### config.mk
export PLATFORM = sky130hd
export DESIGN_NAME = str_usmul
export DESIGN_NICKNAME = d
export VERILOG_FILES = /design/src/rtl/str_usmul.sv
export SDC_FILE = /design/constraint.sdc
export NUM_CORES = 1
export LEC_CHECK = 0
export ABC_AREA = 1
export ABC_CLOCK_PERIOD_IN_PS = 2200
export CAP_MARGIN = 20
export CORE_UTILIZATION = 25
export CTS_CLUSTER_DIAMETER = 100
export CTS_CLUSTER_SIZE = 16
export DETAILED_ROUTE_END_ITERATION = 10
export PLACE_DENSITY = 0.47
export SLEW_MARGIN = 20
export SYNTH_ARGS = -nofsm -noshare
export SYNTH_HDL_FRONTEND = slang
export SYNTH_SLANG_ARGS = --single-unit
### constraint.sdc
create_clock -name clk -period 2.2 [get_ports clk]
set_input_delay 0.66 -clock clk [delete_from_list [all_inputs] [get_ports clk]]
set_output_delay 0.66 -clock clk [all_outputs]
set_load 0.01 [all_outputs]
### src/rtl/str_usmul.sv
// Unsigned shift-add multiplier pipeline: out_product = multiplicand * multiplier (+ addend).
// Latency DW cycles, one transfer per cycle; each stage adds the shifted multiplicand for one multiplier bit.
// Optional macro STR_USMUL_ADDEND_EN seeds the accumulator with in_addend; otherwise in_addend is ignored.
module str_usmul #(
  parameter int DW = 8
) (
  input  logic            clk,
  input  logic            rst,
  input  logic [DW-1:0]   in_multiplicand,
  input  logic [DW-1:0]   in_multiplier,
  input  logic [DW-1:0]   in_addend,
  input  logic            in_last,
  input  logic            in_valid,
  output logic            in_ready,
  output logic [2*DW-1:0] out_product,
  output logic            out_last,
  output logic            out_valid,
  input  logic            out_ready
);

  // Per-stage registered state
  logic [2*DW-1:0] acc_q    [DW];
  logic [2*DW-1:0] acc_d    [DW];
  logic [DW-1:0]   mcand_q  [DW];
  logic [DW-1:0]   mcand_d  [DW];
  logic [DW-1:0]   mplier_q [DW];
  logic [DW-1:0]   mplier_d [DW];
  logic [DW-1:0]   last_q, last_d;
  logic [DW-1:0]   vld_q, vld_d;

  // Per-stage inputs (from the ports for stage 0, from the previous stage otherwise)
  logic [2*DW-1:0] stg_acc_in [DW];
  logic [DW-1:0]   stg_mc_in  [DW];
  logic [DW-1:0]   stg_mp_in  [DW];
  logic [DW-1:0]   stg_last_in;
  logic [DW-1:0]   stg_vld_in;

  // Backward ready chain
  logic [DW-1:0]   stg_irdy;
  logic [DW-1:0]   stg_ordy;
  logic            rdy_chain;

  logic [2*DW-1:0] acc_seed;

`ifdef STR_USMUL_ADDEND_EN
  assign acc_seed = {{DW{1'b0}}, in_addend};
`else
  assign acc_seed = '0;
`endif

  // The last stage's operand copies are not consumed, and in_addend is idle when the addend is disabled.
  logic unused_sink;
  assign unused_sink = ^{mcand_q[DW-1], mplier_q[DW-1], in_addend};

  assign stg_last_in = {last_q[DW-2:0], in_last};
  assign stg_vld_in  = {vld_q[DW-2:0], in_valid};

  // Route each stage's upstream data: ports into stage 0, stage i-1 into stage i
  always_comb begin
    stg_acc_in[0] = acc_seed;
    stg_mc_in[0]  = in_multiplicand;
    stg_mp_in[0]  = in_multiplier;
    for (int i = 1; i < DW; i++) begin
      stg_acc_in[i] = acc_q[i-1];
      stg_mc_in[i]  = mcand_q[i-1];
      stg_mp_in[i]  = mplier_q[i-1];
    end
  end

  // Ready ripples from the output back to stage 0: a stage can load if empty or draining this cycle
  always_comb begin
    stg_irdy  = '0;
    stg_ordy  = '0;
    rdy_chain = out_ready;
    for (int i = DW - 1; i >= 0; i--) begin
      stg_ordy[i] = rdy_chain;
      rdy_chain   = ~vld_q[i] | rdy_chain;
      stg_irdy[i] = rdy_chain;
    end
  end

  // Next state: load on input handshake (adding the shifted multiplicand for bit i), else hold
  always_comb begin
    acc_d    = acc_q;
    mcand_d  = mcand_q;
    mplier_d = mplier_q;
    last_d   = last_q;
    vld_d    = vld_q;
    for (int i = 0; i < DW; i++) begin
      if (stg_vld_in[i] && stg_irdy[i]) begin
        vld_d[i]    = 1'b1;
        mcand_d[i]  = stg_mc_in[i];
        mplier_d[i] = stg_mp_in[i];
        last_d[i]   = stg_last_in[i];
        if (stg_mp_in[i][i]) begin
          acc_d[i] = stg_acc_in[i] + ({{DW{1'b0}}, stg_mc_in[i]} << i);
        end else begin
          acc_d[i] = stg_acc_in[i];
        end
      end else if (stg_ordy[i]) begin
        vld_d[i] = 1'b0;
      end
    end
  end

  // Stage registers with synchronous clear
  always_ff @(posedge clk) begin
    if (rst) begin
      for (int i = 0; i < DW; i++) begin
        acc_q[i]    <= '0;
        mcand_q[i]  <= '0;
        mplier_q[i] <= '0;
      end
      last_q <= '0;
      vld_q  <= '0;
    end else begin
      acc_q    <= acc_d;
      mcand_q  <= mcand_d;
      mplier_q <= mplier_d;
      last_q   <= last_d;
      vld_q    <= vld_d;
    end
  end

  assign in_ready    = stg_irdy[0];
  assign out_product = acc_q[DW-1];
  assign out_last    = last_q[DW-1];
  assign out_valid   = vld_q[DW-1];

endmodule

# After elaboration in Yosys (flattened, before gate mapping)
# Index checks and enable logic that the tools add are counted.
classes:
  bitwise: 16
  addsub: 7
  n_reduce_logical: 16
  n_mux: 24
op_table:
  columns: ["cell", "count"]
  rows:
  - ["16-bit two-way mux", 7]
  - ["16-bit by 10-bit adder with 16-bit output", 1]
  - ["16-bit by 11-bit adder with 16-bit output", 1]
  - ["16-bit by 12-bit adder with 16-bit output", 1]
  - ["16-bit by 13-bit adder with 16-bit output", 1]
  - ["16-bit by 14-bit adder with 16-bit output", 1]
  - ["16-bit by 15-bit adder with 16-bit output", 1]
  - ["16-bit by 9-bit adder with 16-bit output", 1]
  - ["1-bit two-way mux", 16]
  - ["2-bit nonzero test", 8]
  - ["1-bit logical AND", 8]
  - ["8-bit two-way mux", 1]
  - ["1-bit NOT", 8]
  - ["1-bit bitwise OR", 8]
totals:
  reg_bits: 256
  wordCells: 101
  out_inout_bits: 19

# Depth between registers and ports, before layout
# Gate-level depths: netlist of run 1.
depth:
  depth_word: 11
  ltp_mapped: 11
  mapped_depth_nobuf: 11

# Least setup slack after synthesis of run 1
# OpenSTA, ideal clock, no wires.
synth_timing:
  path_type: "input-to-output"
  startpoint: "input out_ready"
  endpoint: "output in_ready"
  t_required_ns: 1.540
  path_slack_ns: 0.037
  cell_stages: 5
  arrival_time_ns: 1.503
  n_path_buf: 1
  cell_sequence: "inv_1 -> nand4_2 -> nor3_4 -> nand4_4 -> clkbuf_1"
synth_via:
  elab_chain_len: 8
synth_lines:
  columns: ["item", "line", "text"]
  rows:
  - ["start: declaration", "18", "input logic out_ready"]
  - ["1-bit bitwise OR (8 in a row)", "77", "rdy_chain = ~vld_q[i] | rdy_chain;"]
  - ["end: declaration", "14", "output logic in_ready,"]
# No other way between the ends.

# Worst setup path after layout of run 1
# Ends and elaborated chain as after synthesis.

==> flow_summary.toml, run 1 <==
[status]
status = "completed"

[global_route]
grt_max_degree = 52
grt.overflow.total = 0
grt_pass1_wl_um = 41000
first_global_vias = 8483
grt_use_total_pct = 12.3
initial_antenna_violation_count = 0

[power_and_ir_drop]
netSwitchingPower_w = 0.00190
power.density_nw_per_um2 = 659
power.static_leakage_nw = 5.08
power_frac_clock_pct = 43.0
combPwrFrac_pct = 7.5
fraction_of_power_spent_switching_nets_pct = 24.8
p_int_w = 0.00576
p_seq_share_pct = 49.6
peakVddDrop_uv = 590

[worst_setup_path]
path_class = "input pin to output pin"
critical_path_required_ns = 1.54
setup.worst_path.start_class = "input pin"
slowest_cell_on_crit_path = "sky130_fd_sc_hd__nor3_4"
timing.critical_path.slowest_cell_delay_ns = 0.22
critical_path.max_fanout = 2
worst-endpoint-arrival_ns = 1.48
critical_path.cell_chain = "buf_2 -> inv_2 -> nand4_4 -> nor3_4 -> nand4_4 -> buf_6"
crit_path_end_kind = "output pin"
cp_top_family = "simple AND/OR/NAND/NOR gates"
critPathBufInv = 3
worst_path_most_repeated_cell = "sky130_fd_sc_hd__nand4_4"

[final_layout]
post_route_cells_drive_above_1_share_pct = 7.03
design_area_um2 = 11600
antenna-diode-count = 0
layout.nets = 1501
utilization_pct = 30.0
area.growth.synth_to_final_pct = 18.0

[yosys]
netlist-cell-type-count = 38
synth_compound_area_share_pct = 16.4
synthesis.nets = 1472
synth.top_cells.by_count = "sky130_fd_sc_hd__nor2_1 (273), sky130_fd_sc_hd__nand2_1 (246), sky130_fd_sc_hd__dfxtp_1 (199)"
synth_ff_type = "sky130_fd_sc_hd__dfxtp_1"
yosysMostFrequentCell = "sky130_fd_sc_hd__nor2_1"
synth-edff-count = 0
synth_simple_gate_area_share_pct = 25.3
netlist.area_leader.share_pct = 40.5
ys_seq_area_share_pct = 40.5
synth_area_leaders = "sky130_fd_sc_hd__dfxtp_1 (40%), sky130_fd_sc_hd__nor2_1 (10%), sky130_fd_sc_hd__nand2_1 (9.4%)"
post-synth-top-area-cell = "sky130_fd_sc_hd__dfxtp_1"
synth_top_family_by_area = "simple AND/OR/NAND/NOR gates"
synth_adder_area_share_pct = 8.41
synthesis.area_per_instance_um2 = 7.13
warning_count_from_the_yosys_run = 0
ys_ff_latch = 199
muxShareOfSynthArea_pct = 0
synth_xor_area_share_pct = 1.78
synthesis.area_um2 = 9850
synthCells = 1381
synth_async_sr_flop_share_pct = 0

[sta]
post-route-period-util_pct = 97.2
slew_headroom_pct = 53.3
final_hold_viol_count = 0
rsz0062_at_grt = "false"
tightest_slew_ns = 0.700
worst_clock_skew_ns = 0.0110
achievable_freq_mhz = 468
layout_min_cycle_time_ns = 2.14
setup_ws_final_ns = 0.0623
setup_total_negative_slack_ns = 0
setup_viol_count_final = 0
finalMaxSlewViolations = 0

[clock_tree]
h-tree-depth = 4
postCtsSetupBuffers = 0
cts_tree = "done"
cts.hold.buffers_added = 0
tritoncts_num_sinks = 199
clk_pin_slew_ns = 0.07
cts_root_buf = "sky130_fd_sc_hd__clkbuf_16"
clk_latency_ns = 0.44
clock_path_buffers = 2
cts_inserted_buffers = 17

[die]
floorplan.die.height_um = 200
dieArea_um2 = 40200
core.rowCount = 72
chipWidth_um = 200
floorplan.io_pins = 48
starting_density_of_the_core_pct = 25.4
coreArea_um2 = 38700

[job]
cap_violations = 0

[detailed_routing]
wl_um = 23500
antenna_violating_nets_post_route = 0
route.vias.total = 8473
drtIter0Drc = 310
route.detailed.drc = 0
wl_per_cell_um = 12.1
detail_routed_via_count_per_cell = 4.37
total_iterations_of_the_first_detailed_routing_run = 4

[placement]
placement.setup.worst_slack_ns = -0.733
finalWeightedCongestion = 0.815
estimated_wirelength_of_the_detail_placed_design_um = 17600
placedInstanceArea_um2 = 11000
numPortBuffers = 39

[worst_hold_path]
holdCritPathClass = "flip-flop to flip-flop"
timing repair:
| item | CTS | global route |
|---|---|---|
| resized for setup | 14 | 0 |
| endpoints found under the hold margin | 0 | 0 |
| setup endpoints to repair | 1 | 1 |
| pin swaps | 1 | 1 |
worst paths after layout:
kind | end | slack [ns] | startpoint | cells after the start
worst min-delay path | out_product[14] | 0.46 | out_product[14] | 2
worst min register to register | out_product[14] | 0.46 | out_product[14] | 2
worst max-delay path | in_ready | 0.06 | out_ready | 6
worst max register to register | acc_q[58] | 0.43 | acc_q[68] | 9
final cells by class:
type	count	area, um2
clock buffers	17	425
inverters	89	335
clock inverters	14	183
well taps	518	648
repair buffers	90	915
fillers	4315	27100
multi-input cells	1013	5120
flip-flops and latches	199	3990
sequential cells by signal, summed over array words and instances (netlist names):
register	cells
acc_q	83
last_q	8
mcand_q	56
mplier_q	28
out_product	16
vld_q	8
worst register-to-register path, cell delays in order (launching register included):
cell and delay (ns):
sky130_fd_sc_hd__dfxtp_1 0.33, sky130_fd_sc_hd__ha_1 0.23, sky130_fd_sc_hd__fa_1 0.42, sky130_fd_sc_hd__nand3_1 0.09, sky130_fd_sc_hd__nand2_1 0.11, sky130_fd_sc_hd__a21oi_1 0.20
sky130_fd_sc_hd__nor2_1 0.06, sky130_fd_sc_hd__nor2_1 0.08, sky130_fd_sc_hd__nand2_1 0.06, sky130_fd_sc_hd__a21oi_1 0.12
routing by layer:
layer | global-route usage [%] | wire length [um] | vias to the layer above
met5 | 0 | 0 | -
met4 | 2.92 | 202 | 0
met3 | 2.08 | 440 | 14
met2 | 21.2 | 11200 | 59
met1 | 15.8 | 11700 | 3809
li1 | - | - | 4591
stage by stage:
step / hold slack, ns / instances / power, W
5_1_grt: 0.488 / 1940 / 0.00802
3_3_place_gp: 0.454 / 1909 / 0.00445
2_1_floorplan: 0.436 / 1381 / 0.00426
3_5_place_dp: 0.456 / 1909 / 0.00446
4_1_cts: 0.468 / 1940 / 0.00779
6_report: 0.464 / 1940 / 0.00766
placed cells by master (no fill, tap or decap), drive strengths merged, types with 2 or more instances in the layout:
cell	synthesis	routed
a21o	4	4
a21oi	138	138
a31oi	10	10
buf	29	54
bufinv	0	3
clkbuf	51	17
clkdlybuf4s50	0	36
clkinv	5	6
clkinvlp	0	3
dfxtp	199	199
fa	7	7
ha	55	55
inv	84	91
nand2	249	249
nand3	77	77
nand4	12	12
nor2	273	273
nor3	2	2
o21ai	160	160
xnor2	9	9
xor2	11	11
logic make-up after synthesis:
group | count (synthesis)
buffers and inverters | 169
AO/OA/AOI/OAI | 316
XOR/XNOR | 20
AND/OR/NAND/NOR | 615
adder cells (fa/ha/maj) | 62
flip-flops | 199
power by group through the flow:
stage	clock, W	combinational, W	sequential, W
2_1_floorplan	0	0.000415	0.00384
3_3_place_gp	0	0.000573	0.00388
3_5_place_dp	0	0.000580	0.00388
4_1_cts	0.00341	0.000582	0.00380
5_1_grt	0.00354	0.000663	0.00381
6_report	0.00329	0.000572	0.00380
Note: power is estimated with default switching activity, not from simulation.
==> inputs of run 2 (changes only) <==
--- a/config.mk
+++ b/config.mk
@@ -12,7 +12,7 @@
 export CTS_CLUSTER_DIAMETER = 100
 export CTS_CLUSTER_SIZE = 16
 export DETAILED_ROUTE_END_ITERATION = 10
-export PLACE_DENSITY = 0.47
+export PLACE_DENSITY = 0.38
 export SLEW_MARGIN = 20
 export SYNTH_ARGS = -nofsm -noshare
 export SYNTH_HDL_FRONTEND = slang
==> flow_summary.toml, run 2 (same netlist as run 1, synthesis figures left out) <==
[status]
status = "completed"

[sta]
final_hold_viol_count = 0
rsz0062_at_grt = "false"
setup_ws_final_ns = 0.101
worst_clock_skew_ns = 0.0179
achievable_freq_mhz = 476
finalMaxSlewViolations = 0
setup_total_negative_slack_ns = 0
slew_headroom_pct = 48.3
setup_viol_count_final = 0
tightest_slew_ns = 0.776
post-route-period-util_pct = 95.4
layout_min_cycle_time_ns = 2.10

[die]
floorplan.die.height_um = 200
core.rowCount = 72
coreArea_um2 = 38700
floorplan.io_pins = 48
chipWidth_um = 200
dieArea_um2 = 40200
starting_density_of_the_core_pct = 25.4

[detailed_routing]
wl_per_cell_um = 13.2
wl_um = 25600
detail_routed_via_count_per_cell = 4.44
route.vias.total = 8582
route.detailed.drc = 0
drtIter0Drc = 385
antenna_violating_nets_post_route = 0
total_iterations_of_the_first_detailed_routing_run = 5

[power_and_ir_drop]
combPwrFrac_pct = 7.7
p_seq_share_pct = 50.4
fraction_of_power_spent_switching_nets_pct = 25.1
power.static_leakage_nw = 5.06
p_int_w = 0.00564
power.density_nw_per_um2 = 652
power_frac_clock_pct = 41.9
netSwitchingPower_w = 0.00189
peakVddDrop_uv = 492

[worst_setup_path]
critical_path.cell_chain = "buf_4 -> clkdlybuf4s50_1"
cp_top_family = "buffers and inverters"
critical_path.max_fanout = 2
timing.critical_path.slowest_cell_delay_ns = 0.52
setup.worst_path.start_class = "flip-flop"
path_class = "flip-flop to output pin"
worst-endpoint-arrival_ns = 1.44
crit_path_end_kind = "output pin"
worstRegToRegCells = 8
slowest_cell_on_crit_path = "sky130_fd_sc_hd__clkdlybuf4s50_1"
critical_path_depth = 2
critPathBufInv = 2
critical_path_required_ns = 1.54

[final_layout]
sequential_cell_area_um2 = 3990
largest_register_ffs = 83
filler_cell_count = 4333
area.growth.synth_to_final_pct = 17.4
registers.top_by_ff_count = "acc_q"
multi_input_comb_area_um2 = 5120
post_route_cells_drive_above_1_share_pct = 6.56
mostFrequentLayoutCell = "sky130_fd_sc_hd__nor2_1"
largestRegisters = "acc_q (83), mcand_q (56), mplier_q (28)"
mostFrequentLayoutCells = "sky130_fd_sc_hd__nor2_1 (273), sky130_fd_sc_hd__nand2_1 (246), sky130_fd_sc_hd__dfxtp_1 (195), sky130_fd_sc_hd__o21ai_0 (158), sky130_fd_sc_hd__a21oi_1 (137)"
design_area_um2 = 11600
layout.nets = 1495
antenna-diode-count = 0

[worst_hold_path]
worstHoldPathCells = 2
holdCritPathClass = "flip-flop to flip-flop"

[clock_tree]
clk_latency_ns = 0.45
cts.hold.buffers_added = 0
cts_inserted_buffers = 17
tritoncts_num_sinks = 199
cts_root_buf = "sky130_fd_sc_hd__clkbuf_16"
cts_tree = "done"
clk_pin_slew_ns = 0.07
clock_path_buffers = 2
h-tree-depth = 4

[placement]
estimated_wirelength_of_the_detail_placed_design_um = 18900
placedInstanceArea_um2 = 11000
numPortBuffers = 39
placement.setup.worst_slack_ns = -0.639
finalWeightedCongestion = 0.825

[global_route]
grt_use_total_pct = 13.3
grt_max_degree = 55
initial_antenna_violation_count = 0
grt.overflow.total = 0
first_global_vias = 8547
grt_pass1_wl_um = 43500

[job]
cap_violations = 0
==> run 2: changes by cell type in the layout (fill, tap and decap cells not counted) <==
cell,previous run,this run
sky130_fd_sc_hd__clkinv_4,0,5
sky130_fd_sc_hd__dfxtp_1,196,195
sky130_fd_sc_hd__clkinvlp_4,3,1
sky130_fd_sc_hd__inv_6,8,1
sky130_fd_sc_hd__dfxtp_2,3,4
sky130_fd_sc_hd__bufinv_16,3,1
sky130_fd_sc_hd__clkbuf_1,0,3
sky130_fd_sc_hd__clkbuf_8,0,4
sky130_fd_sc_hd__buf_4,39,32
sky130_fd_sc_hd__buf_12,12,13
==> run 2: through the flow <==
stage | power (W) | hold WS [ns] | cells | util (%)
3_5_place_dp | 0.00448 | 0.453 | 1901 | 28.3
4_1_cts | 0.00769 | 0.464 | 1935 | 29.8
2_1_floorplan | 0.00426 | 0.436 | 1381 | -
6_report | 0.00753 | 0.461 | 1935 | 29.8
5_1_grt | 0.00792 | 0.485 | 1935 | 29.8
3_3_place_gp | 0.00447 | 0.452 | 1901 | 28.3
==> run 2: repair_timing <==
item / in CTS / in global routing
setup buffers: 2 / 0
setup endpoints to repair: 1 / 1
pin swaps: 1 / 1
resized for setup: 14 / 1
cloned: 0 / 0
==> run 2: area by class of cell <==
| type | count | area share (%) |
|---|---|---|
| Multi-Input combinational cell | 1013 | 44.3 |
| Sequential cell | 199 | 34.5 |
| Timing Repair Buffer | 84 | 7.63 |
| Tap cell | 518 | 5.61 |
| Clock buffer | 24 | 4.25 |
| Inverter | 89 | 2.90 |
| Clock inverter | 8 | 0.779 |
==> run 2: power by group through the flow <==
| stage | Clock [W] | Combinational (W) | Sequential [W] |
|---|---|---|---|
| after floorplan | 0 | 0.000415 | 0.00384 |
| after global placement | 0 | 0.000584 | 0.00389 |
| after detailed placement | 0 | 0.000591 | 0.00389 |
| after CTS | 0.00329 | 0.000593 | 0.00380 |
| after global routing | 0.00344 | 0.000672 | 0.00381 |
| final | 0.00315 | 0.000582 | 0.00380 |
==> run 2: worst paths after layout <==
check / slack [ns] / startpoint / endpoint
setup / recovery: 0.10 / vld_q[7] / out_valid
hold / removal: 0.46 / acc_q[112] / acc_q[112]
setup reg to reg: 0.43 / acc_q[113] / acc_q[101]
hold reg to reg: 0.46 / acc_q[112] / acc_q[112]
==> run 2: layer usage <==
metal / routed length, um / vias to the layer above / global-route usage, %
met5: 0 / - / 0
met4: 232 / 0 / 3.30
met3: 412 / 12 / 2.13
met2: 12300 / 57 / 23.0
met1: 12600 / 3938 / 17.1
li1: - / 4575 / -
==> run 2: tightest hold or removal path: stages, from the launching register on <==
cell	delay (ns)
sky130_fd_sc_hd__dfxtp_1	0.31
sky130_fd_sc_hd__nand2_1	0.06
sky130_fd_sc_hd__a21oi_1	0.05
